[config.mk]
export PLATFORM = sky130hd
export DESIGN_NAME = alarm_timer
export DESIGN_NICKNAME = d
export VERILOG_FILES = /design/src/rtl/alarm_pkg.sv /design/src/rtl/alarm_timer_tick_gen.sv /design/src/rtl/alarm_timer.sv
export SDC_FILE = /design/constraint.sdc
export NUM_CORES = 1
export LEC_CHECK = 0
export ABC_AREA = 0
export BUFFER_PORTS_ARGS = -buffer_cell sky130_fd_sc_hd__buf_2
export CAP_MARGIN = 20
export CORE_AREA = 4 4 72 74
export DETAILED_ROUTE_END_ITERATION = 7
export DIE_AREA = 0 0 76 78
export GPL_TIMING_DRIVEN = 0
export HOLD_SLACK_MARGIN = 0.12
export PLACE_DENSITY = 0.6
export SYNTH_ARGS = -nofsm -noshare
export SYNTH_HDL_FRONTEND = slang
export SYNTH_SLANG_ARGS = --single-unit
[constraint.sdc]
create_clock -name clock -period 2.35 [get_ports clock]
set_input_delay 0.3525 -clock clock [delete_from_list [all_inputs] [get_ports clock]]
set_output_delay 0.3525 -clock clock [all_outputs]
set_load 0.005 [all_outputs]
[src/rtl/alarm_pkg.sv]
// Shared definitions for the alarm countdown timer: state encodings,
// the seconds-value width and the default clock rate.
package alarm_pkg;

  // Width of the seconds value latched from time_parameters.
  localparam int TIME_W = 4;

  // Default system clock rate. Test benches override this with a small value.
  localparam int DEFAULT_CLK_FREQ_HZ = 50_000_000;

  // Countdown FSM states. The unused code 2'b11 is treated as IDLE.
  typedef enum logic [1:0] {
    IDLE     = 2'b00,
    COUNTING = 2'b01,
    EXPIRED  = 2'b10
  } timer_state_e;

endpackage

[src/rtl/alarm_timer_tick_gen.sv]
// Free-running prescaler that produces a one-cycle 1 Hz strobe and a
// 0.5 Hz strobe on every second 1 Hz strobe. sync_clear restarts both
// the prescaler and the half-rate phase, so that a countdown started
// on a sync_clear lasts an exact number of whole seconds.
module tick_gen
  import alarm_pkg::*;
#(
  parameter int CLK_FREQ_HZ = DEFAULT_CLK_FREQ_HZ,
  parameter int PRESC_W     = $clog2(CLK_FREQ_HZ)
) (
  input  logic clock,
  input  logic reset,
  input  logic sync_clear,
  output logic one_hz_enable,
  output logic half_hz_enable
);

  localparam logic [PRESC_W-1:0] PRESC_MAX = PRESC_W'(CLK_FREQ_HZ - 1);

  logic [PRESC_W-1:0] prescaler;
  logic               phase;
  logic               tick;

  assign tick           = (prescaler == PRESC_MAX);
  assign one_hz_enable  = tick;
  assign half_hz_enable = tick & phase;

  // Prescaler wraps every CLK_FREQ_HZ cycles; the phase bit flips on each wrap.
  always_ff @(posedge clock or posedge reset) begin
    if (reset) begin
      prescaler <= '0;
      phase     <= 1'b0;
    end else if (sync_clear) begin
      prescaler <= '0;
      phase     <= 1'b0;
    end else if (tick) begin
      prescaler <= '0;
      phase     <= ~phase;
    end else begin
      prescaler <= prescaler + PRESC_W'(1);
    end
  end

endmodule

[src/rtl/alarm_timer.sv]
// Countdown timer for the anti-theft alarm FSM. A rising edge on
// start_timer latches the seconds value and counts it down in whole
// seconds; expired stays high once the delay has elapsed until the next
// start. Also exports the free-running 1 Hz / 0.5 Hz LED blink strobes.
// Optional build macro ALARM_TIMER_REMAINING_EN adds the remaining_s
// debug/display output showing the seconds still to go.
module alarm_timer
  import alarm_pkg::*;
#(
  parameter int CLK_FREQ_HZ = DEFAULT_CLK_FREQ_HZ,
  parameter int PRESC_W     = $clog2(CLK_FREQ_HZ)
) (
  input  logic              clock,
  input  logic              reset,
  input  logic [TIME_W-1:0] value,
  input  logic              start_timer,
  output logic              expired,
  output logic              one_hz_enable,
  output logic              half_hz_enable
`ifdef ALARM_TIMER_REMAINING_EN
  ,
  output logic [TIME_W-1:0] remaining_s
`endif
);

  timer_state_e      state;
  timer_state_e      state_next;
  logic [TIME_W-1:0] remaining;
  logic [TIME_W-1:0] remaining_next;
  logic              start_q;
  logic              start_edge;

  // Only the rising edge of the request acts, so a held level starts once.
  assign start_edge = start_timer & ~start_q;

  tick_gen #(
    .CLK_FREQ_HZ (CLK_FREQ_HZ),
    .PRESC_W     (PRESC_W)
  ) u_tick_gen (
    .clock          (clock),
    .reset          (reset),
    .sync_clear     (start_edge),
    .one_hz_enable  (one_hz_enable),
    .half_hz_enable (half_hz_enable)
  );

  assign expired = (state == EXPIRED);

  // State, remaining seconds and the start-request history register.
  always_ff @(posedge clock or posedge reset) begin
    if (reset) begin
      state     <= IDLE;
      remaining <= '0;
      start_q   <= 1'b0;
    end else begin
      state     <= state_next;
      remaining <= remaining_next;
      start_q   <= start_timer;
    end
  end

  // A start edge always reloads and wins over a coinciding final tick.
  always_comb begin
    state_next     = state;
    remaining_next = remaining;
    if (start_edge) begin
      remaining_next = value;
      state_next     = (value == '0) ? EXPIRED : COUNTING;
    end else begin
      case (state)
        COUNTING: begin
          if (one_hz_enable) begin
            if (remaining == TIME_W'(1)) begin
              state_next     = EXPIRED;
              remaining_next = '0;
            end else begin
              remaining_next = remaining - TIME_W'(1);
            end
          end
        end
        EXPIRED: begin
          state_next = EXPIRED;
        end
        default: begin
          state_next     = IDLE;
          remaining_next = '0;
        end
      endcase
    end
  end

`ifdef ALARM_TIMER_REMAINING_EN
  assign remaining_s = (state == COUNTING) ? remaining : '0;
`else
  // Without the debug output the remaining count stays internal.
`endif

endmodule

==> key figures, run 1 <==
Placement
  – DP Wirelength: ~2700 µm
  – PortBufs: 9
  – Final GP Congestion: 0.824

Clock tree
  – Worst-case clock buffer depth: 2
  – Clock Latency Late Sink: between 0.2 and 0.3 ns
  – Clock sink total: 34
  – Hold-fix buffers, CTS: 0
  – H-tree levels: 2
  – CTS tree: done
  – Clock slew at reported path FFs: 0.07 ns
  – Cts bufs inserted: 5
  – Root buffer cell: clkbuf_8

Synth
  – Sequential element share of the synthesized area: 44.2%
  – Post-Synth XOR/XNOR Area: a little over a tenth
  – Ys flop type: dfrtp_1
  – Post-synth top area share: between 40% and 50%
  – Synth top area cells: dfrtp_1 (44%), nor2_1 (6.8%), xor2_1 (5.9%)
  – Main combinational cell family by area after synthesis: simple AND/OR/NAND/NOR gates
  – Largest area contributor in the netlist: dfrtp_1
  – Count leader, synth: nor2_1
  – Number of flops mapped to enable cells by yosys: 0
  – Yosys reg bits: 34
  – Asr flop ratio synth: 100%
  – Synth cell count leaders: nor2_1 (35), dfrtp_1 (34), nand2_1 (13), xor2_1 (13), nand3_1 (12)
  – Mapped Avg Cell Area: roughly 9.4 µm²
  – Yosys warning count: 0
  – Mapped Nets: approximately 220
  – Mux contribution to synthesized area: 0%
  – Adder-cell area share of the yosys netlist: under 10%
  – Synth Area in Simple Gates: roughly 29%
  – Gate Count Post-Synth: between 200 and 250
  – Complex-gate fraction of the synthesized area: under 10%
  – Post-Syn Area: 1920 µm²
  – Yosys cell types: 42

Global routing
  – Tot GR Track Use: around 14%
  – Vias in the first global route: 1438
  – First-pass GRT wire length: 6890 µm
  – Antenna violations before repair: 0
  – Largest net degree at the start of global routing: 19
  – Global route total overflow: 0

Worst hold path
  – Hold Crit Class: in -> async

Floorplan
  – Ports: 10
  – Initial Util: 41.8%
  – Die Y: about 80 µm
  – Cell Rows: 25
  – Core Region: 4600 µm²
  – Die ar.: between 5000 and 6000 µm²
  – Die Width: 76 µm

Detailed routing
  – Remaining DRCs: 0
  – Routed WL: 3860 µm
  – Post-route ant nets: 0
  – 1st-iter DRT viols: slightly above 100
  – Via count: 1477
  – Drt pass-1 iters: 4
  – WL/cell: 13.8 µm
  – DR vias/cell: around 5.3

STA
  – Final Cycle Share: between 90 and 100%
  – # setup viols final: 0
  – Hold Vio Cnt, Final: 0
  – Post-route setup TNS: 0 ns
  – Final count of pins violating max slew: 0
  – RSZ-0062 raised after global routing: no
  – Final worst path period need: between 2 and 2.5 ns
  – Max Fclk: around 440 MHz
  – Worst slew pin tran: 0.770 ns
  – Setup Skew: 0.00841 ns
  – Max_slew headroom: ~49%

Worst setup path
  – Crit-path max FO: 8
  – Worst setup SP type: register
  – Crit path kind: reg -> out
  – Worst EP arrival: approximately 1.9 ns
  – Critical Path End Type: output pin
  – Critical Path RT: 2.00 ns

Cells and area
  – Final #Nets: approximately 240
  – Syn-to-layout area delta: 14.6%
  – Layout cells sized above 1: a little under a fifth
  – Diode count: 0
  – Fin util: 47.9%

Status
  – Status: complete, no violations

Flow run
  – Max_cap viols: 0

Power and ir drop
  – Leak pwr: between 0.9 and 1 nW
  – PwrDens: 592 nW/µm²
  – Max VDD drop: 281 µV
worst paths after layout:
check,cells past startpoint,slack [ns],from,endpoint
min reg2reg,1,0.54,remaining[3],remaining[3]
max in group asynchronous,3,1.59,reset,u_tick_gen.prescaler[1]
min,2,0.20,reset,u_tick_gen.prescaler[11]
max,7,0.08,u_tick_gen.prescaler[0],half_hz_enable
min in group clock,1,0.20,start_timer,start_q
max reg2reg,9,0.30,u_tick_gen.prescaler[0],u_tick_gen.prescaler[9]
state kept, by name, summed over array words and instances (netlist names):
register / flops
state: 2
start_q: 1
u_tick_gen.prescaler: 26
u_tick_gen.phase: 1
remaining: 4
worst max-delay path, stage by stage, from the launching register on:
cell,delay (ns)
dfrtp_1,0.36
ha_2,0.20
nand3_4,0.13
or3_4,0.37
nor3_4,0.23
buf_6,0.13
and2_2,0.12
buf_2,0.10
cells by family after synthesis:
logic type | count (synthesis)
compound gates | 19
xor+xnor | 23
fa+ha+maj | 6
buf+inv | 19
flops | 34
simple gates | 103
repair_timing:
item,in CTS,in global routing
endpoints found under the setup margin,1,2
setup buffers,3,2
gates resized for setup,3,3
pin swaps,1,2
per-layer routing:
metal	global-route usage (%)	wire length, µm	up-vias	part of all wire (%)
li1	-	-	745	-
met4	5.69	50	0	1.3
met1	19.2	1910	699	50
met5	0	0	-	0
met3	3.60	121	4	3.1
met2	22.3	1780	29	46
area by class of cell:
cell class | count | area, µm²
repair buffers | 15 | 110
multi-input cells | 151 | 993
clock inverters | 2 | 10.0
well taps | 54 | 67.6
flip-flops and latches | 34 | 853
inverters | 10 | 37.5
clock buffers | 5 | 68.8
plain buffers | 9 | 62.6
fillers | 443 | 2390
per-stage QoR:
stage	hold WS, ns	instance area (µm²)	power (mW)	setup WS (ns)	instances
2_1_floorplan	0.384	1920	0.821	0.472	204
3_3_place_gp	0.482	2040	0.871	0.132	267
3_5_place_dp	0.492	2060	0.880	0.117	268
4_1_cts	0.195	2180	1.32	0.0162	278
5_1_grt	0.202	2200	1.39	0.00162	280
6_report	0.200	2200	1.30	0.0848	280
cell usage in the layout, fill, tap and decap left out, types with 5 or more instances in the layout:
master / n
nor2_1: 35
dfrtp_1: 32
nand2_1: 13
xor2_1: 13
nand3_1: 11
inv_1: 10
xnor2_1: 10
buf_2: 10
nand4_1: 8
nor3_1: 7
buf_4: 6
nor4_1: 5
and4_1: 5
o21ai_0: 5
ha_1: 5
clkbuf_8: 5
power by group:
| part | switching [mW] | internal (mW) |
|---|---|---|
| clock network | 0.211 | 0.199 |
| logic | 0.115 | 0.100 |
| registers | 0.0507 | 0.628 |
No activity file was read; power rests on OpenSTA's default activity.
==> run 2, diff against run 1 <==
RECOVER_POWER = 50   (was default)
SLEW_MARGIN = 20   (was default)
==> run 2 against run 1 <==
- first-iteration DRC count up 20%
- clock-buffer cell count up 2
- clock power up 8.3%
- sequential share of layout area about the same
- global-route usage down 0.27 points
- worst setup slack worse by 0.0061 ns
- maximum frequency down 0.27%
- sequential power about the same
- core utilization about the same
- register-to-register slack about the same
- critical path type unchanged
==> key figures, run 2 (synthesized netlist as in run 1, its figures left out) <==
Clock tree
  – Cts bufs inserted: 5
  – Hold-fix buffers, CTS: 0
  – H-tree levels: 2
  – Root buffer cell: clkbuf_8
  – Clock Latency Late Sink: approximately 0.28 ns
  – CTS tree: done
  – Clock slew at reported path FFs: approximately 0.060 ns
  – Worst-case clock buffer depth: 2
  – Clock sink total: 34

Placement
  – DP Wirelength: 2610 µm
  – Final GP Congestion: ~0.82
  – Placed cell count: between 200 and 300
  – PortBufs: 9

Detailed routing
  – DR vias/cell: 5.28
  – 1st-iter DRT viols: ~120
  – Drt pass-1 iters: 4
  – Via count: approximately 1500
  – Remaining DRCs: 0
  – Routed WL: roughly 4000 µm
  – WL/cell: 13.8 µm
  – Post-route ant nets: 0

Power and ir drop
  – P_int: roughly 0.97 mW
  – Sw power: roughly 0.38 mW
  – PwrDens: 611 nW/µm²
  – Max VDD drop: roughly 280 µV
  – Design Power: 1.34 mW
  – Clock Power Share: 33.1%
  – Sequential power share: roughly 51%
  – Switching Share: between 20% and 30%
  – Leak pwr: roughly 1 nW
  – Comb power frac: between 15 and 20%

Global routing
  – Antenna violations before repair: 0
  – Vias in the first global route: ~1500
  – Largest net degree at the start of global routing: 35
  – Global route total overflow: 0
  – First-pass GRT wire length: a little under 7000 µm
  – Tot GR Track Use: 14.1%

STA
  – # setup viols final: 0
  – Final Cycle Share: 96.6%
  – Setup Skew: about 0.0048 ns
  – Final count of pins violating max slew: 0
  – Max_slew headroom: between 10% and 20%
  – Max Fclk: between 400 and 500 MHz
  – Worst slew pin tran: approximately 1.3 ns
  – Final worst path period need: approximately 2.3 ns
  – RSZ-0062 raised after global routing: yes
  – Hold Vio Cnt, Final: 0

Worst setup path
  – CP top delay family: simple AND/OR/NAND/NOR gates
  – Reg2reg setup slack: 0.30 ns
  – Worst path bufs/invs: 2
  – CP max-delay cell: or3_4
  – Worst setup SP type: register
  – Crit-path max FO: 8
  – Crit path kind: reg -> out
  – CP Cell Sequence: ha_2 > nand3_4 > or3_4 > nor3_4 > buf_6 > and2_2 > buf_2
  – Worst EP arrival: 1.92 ns
  – Critical Path End Type: output pin
  – Critical Path RT: 2.00 ns
  – Crit-path max cell delay: 0.37 ns

Cells and area
  – Layout cells sized above 1: between 10% and 20%
  – Regs by FF count: u_tick_gen.prescaler (26), remaining (4), state (2)
  – Biggest register: u_tick_gen.prescaler
  – Syn-to-layout area delta: 14.5%
  – Diode count: 0
  – Final std cells w/o fill: 282
  – Commonest non-fill, non-tap cell in the layout: nor2_1
  – Final #Nets: between 200 and 250
  – Max FFs per register: 26
  – Commonest cells after routing, fill and taps aside: nor2_1 (35), dfrtp_1 (32), nand2_1 (13), xor2_1 (13), nand3_1 (11)

Flow run
  – Max_cap viols: 0

Worst hold path
  – Hold Crit Class: in -> reg

Floorplan
  – Ports: 10
  – Die Y: a little under 80 µm
  – Die Width: around 76 µm
  – Die ar.: ~6000 µm²
  – Initial Util: 41.8%
  – Cell Rows: 25
  – Core Region: roughly 4600 µm²

Status
  – Status: complete, no violations
-- run 2: metal layers --
layer	share of wire [%]	global-route usage, %	vias to the layer above
met4	1.4	6.58	0
met2	45	21.7	34
met1	49	19.1	697
li1	-	-	752
met3	4.1	2.78	7
met5	0	0	-
-- run 2: power by group through the flow --
stage	clock network, mW	registers [mW]	logic (mW)
global route	0.484	0.684	0.254
floorplan	0	0.673	0.148
CTS	0.462	0.678	0.212
finish	0.444	0.681	0.220
detailed placement	0	0.685	0.189
global placement	0	0.685	0.187
-- run 2: path summary, 6_finish.rpt --
check                                      endpoint  depth (start not counted)                    start
max                                  half_hz_enable                          7  u_tick_gen.prescaler[1]
min                                         start_q                          1              start_timer
max in group asynchronous  u_tick_gen.prescaler[12]                          2                    reset
min in group asynchronous                  state[0]                          2                    reset
min reg2reg                        u_tick_gen.phase                          2         u_tick_gen.phase
max reg2reg                 u_tick_gen.prescaler[7]                          9  u_tick_gen.prescaler[1]
-- run 2: layout make-up --
class                   count  area, µm²
plain buffers               9       62.6
clock inverters             1       5.00
clock buffers               7       86.3
multi-input cells         151        993
fillers                   448       2400
flip-flops and latches     34        853
well taps                  54       67.6
inverters                  10       37.5
repair buffers             16       96.3
-- run 2: metrics by stage --
stage	setup WS (ns)	utilization (%)	setup TNS, ns	hold slack (ns)	area [µm²]
2_1_floorplan	0.472	-	0	0.384	1920
3_3_place_gp	0.132	44.3	0	0.482	2040
3_5_place_dp	0.105	44.3	0	0.484	2040
4_1_cts	0.0196	47.1	0	0.187	2160
5_1_grt	-0.0135	47.9	-0.0135	0.210	2200
6_report	0.0787	47.9	0	0.200	2200
-- run 2: repair_timing --
action / 4_1_cts / 5_1_grt
setup endpoints to repair: 1 / 2
buffers inserted: 3 / 4
pin swaps: 1 / 2
hold endpoints to repair: 0 / 0
gates resized for setup: 3 / 3
-- run 2: worst reg2reg max path, stage by stage, from the launching register on --
cell and delay [ns]:
dfrtp_1 0.36, ha_2 0.20, nand3_4 0.13, or3_4 0.38
nor3_4 0.23, buf_4 0.15, or2_2 0.09, buf_2 0.18
buf_6 0.17, nor2_1 0.06
==> run 3, diff against run 2 <==
PLACE_DENSITY = 0.62   (was 0.6)
clock period = 1.9 ns   (was 2.35 ns; I/O delays follow)
==> run 3 against run 2 <==
- the run now ends with negative setup slack left
- first-iteration DRC count down 8.1%
- die area unchanged
- largest power group unchanged
- critical path depth decreased by 1
- combinational power rose by 32%
- routed wire length increased by 11%
- clock skew up 0.0031 ns
- critical path type unchanged
- clock-buffer cell count down 2
- cell area grew 9.3%
- non-clock buffer count grew 10
- register-to-register slack worse by 0.35 ns
- sequential share of layout area is 3.1 points lower
- sequential power rose by 24%
==> key figures, run 3 (synthesized netlist as in run 1, its figures left out) <==
Cells and area
  – Syn-to-layout area delta: 25.2%
  – Final Instance Area: ~2400 µm²
  – Regs by FF count: u_tick_gen.prescaler (26), remaining (4), state (2)
  – Commonest non-fill, non-tap cell in the layout: nor2_1
  – Final #Nets: 250
  – Commonest cells after routing, fill and taps aside: nor2_1 (34), dfrtp_1 (29), buf_4 (16), xor2_1 (13), nand2_1 (12)
  – FILL cells: around 430
  – Area of the multi-input gates: 1060 µm²
  – Layout cells sized above 1: between 20% and 30%
  – Storage element area: about 860 µm²
  – Max FFs per register: 26
  – Biggest register: u_tick_gen.prescaler
  – Diode count: 0

Power and ir drop
  – Leak pwr: 1.08 nW
  – PwrDens: ~750 nW/µm²
  – Design Power: 1.81 mW
  – Max VDD drop: ~320 µV

Global routing
  – Vias in the first global route: 1569
  – Global route total overflow: 0
  – Tot GR Track Use: between 15 and 20%
  – First-pass GRT wire length: approximately 7400 µm
  – Largest net degree at the start of global routing: 35
  – Antenna violations before repair: 0

STA
  – Max_slew headroom: around 14%
  – Final Cycle Share: 114%
  – Final worst path period need: between 2 and 2.5 ns
  – Max Fclk: around 460 MHz
  – # setup viols final: 8
  – Setup Skew: about 0.0079 ns
  – Worst setup margin: -0.266 ns
  – Post-route setup TNS: -0.490 ns
  – RSZ-0062 raised after global routing: yes
  – Worst slew pin tran: approximately 1.3 ns
  – Hold Vio Cnt, Final: 0
  – Final count of pins violating max slew: 0

Floorplan
  – Cell Rows: 25
  – Initial Util: a little over two fifths
  – Die ar.: around 5900 µm²
  – Die Y: 78 µm
  – Ports: 10
  – Die Width: approximately 76 µm
  – Core Region: 4600 µm²

Clock tree
  – Clock slew at reported path FFs: 0.08 ns
  – Worst-case clock buffer depth: 2
  – Root buffer cell: clkbuf_8
  – H-tree levels: 2
  – Cts bufs inserted: 5
  – CTS tree: done
  – Clock Latency Late Sink: 0.29 ns
  – Clock sink total: 34

Worst setup path
  – Critical Path End Type: output pin
  – Crit path kind: reg -> out
  – Worst setup SP type: register
  – Critical Path RT: around 1.6 ns
  – Crit-path max FO: 4
  – Worst EP arrival: ~1.9 ns

Detailed routing
  – Drt pass-1 iters: 4
  – WL/cell: approximately 15 µm
  – Post-route ant nets: 0
  – Via count: between 1500 and 2000
  – Routed WL: 4320 µm
  – DR vias/cell: around 5.5
  – 1st-iter DRT viols: 114
  – Remaining DRCs: 0

Placement
  – Final GP Congestion: around 0.8
  – Pre-CTS setup slack: -0.278 ns
  – PortBufs: 9
  – DP Wirelength: ~2700 µm
  – Placed inst area: 2040 µm²

Status
  – Status: finished with violations
  – Failing checks: negative setup slack

Flow run
  – Max_cap viols: 0

Worst hold path
  – Hold Crit Class: in -> reg
==> run 3: cell types whose count changed in the layout (fill, tap and decap cells not counted), sizes merged <==
cell	change
bufinv	+1
clkbuf	-4
clkinv	-1
dlygate4sd3	+1
buf	+11
clkinvlp	+2
==> run 3: final timing paths <==
| path | startpoint | to | slack [ns] | depth (start not counted) |
|---|---|---|---|---|
| worst min register to register | u_tick_gen.prescaler[0] | u_tick_gen.prescaler[0] | 0.55 | 2 |
| max in group asynchronous | reset | u_tick_gen.prescaler[12] | 0.70 | 2 |
| min in group asynchronous | reset | remaining[0] | 0.33 | 2 |
| worst min-delay path | value[2] | remaining[2] | 0.23 | 3 |
| worst max register to register | u_tick_gen.prescaler[7] | remaining[0] | -0.05 | 8 |
| worst max-delay path | u_tick_gen.prescaler[7] | half_hz_enable | -0.27 | 6 |
==> run 3: final cells by class <==
class | count | share of cell area (%)
clock inverter | 3 | 1.87
buffer | 7 | 2.23
tap | 54 | 2.81
sequential | 34 | 35.6
timing repair buffer | 28 | 8.99
multi-input combinational | 151 | 44.1
inverter | 10 | 1.56
clock buffer | 5 | 2.86
==> run 3: routing by layer <==
metal  wire length (µm)  GRT usage, %  part of all wire, %  vias up
met5                  0             0                    0        -
met4                106          8.01                  2.5        0
met3                199          4.06                  4.6        9
met2               2040          24.7                   47       43
met1               1970          19.8                   46      785
li1                   -             -                    -      776
==> run 3: power breakdown <==
part | total, mW | switching [mW] | internal (mW)
Sequential | 0.843 | 0.0663 | 0.776
Combinational | 0.291 | 0.157 | 0.134
Clock | 0.680 | 0.290 | 0.390
==> run 3: worst max-delay path, stage by stage (launching register included) <==
cell,delay (ns)
dfrtp_2,0.45
nor4b_2,0.26
nand4_1,0.24
nor3_4,0.30
buf_6,0.13
and2_4,0.13
buf_6,0.08
==> run 3: through the flow <==
stage	hold slack, ns	instances	utilization [%]
6_report	0.229	292	52.4
5_1_grt	0.248	292	52.4
4_1_cts	0.135	290	51.5
3_5_place_dp	0.419	267	44.3
3_3_place_gp	0.415	267	44.3
2_1_floorplan	0.316	204	-
==> run 3: what timing repair did <==
action                                  CTS  global route
resized for setup                        22             6
pin swaps                                26             5
endpoints found under the setup margin   34            33
hold endpoints to repair                  1             0
hold buffers                              1             0
cloned                                    2             0
setup buffers                            13             4
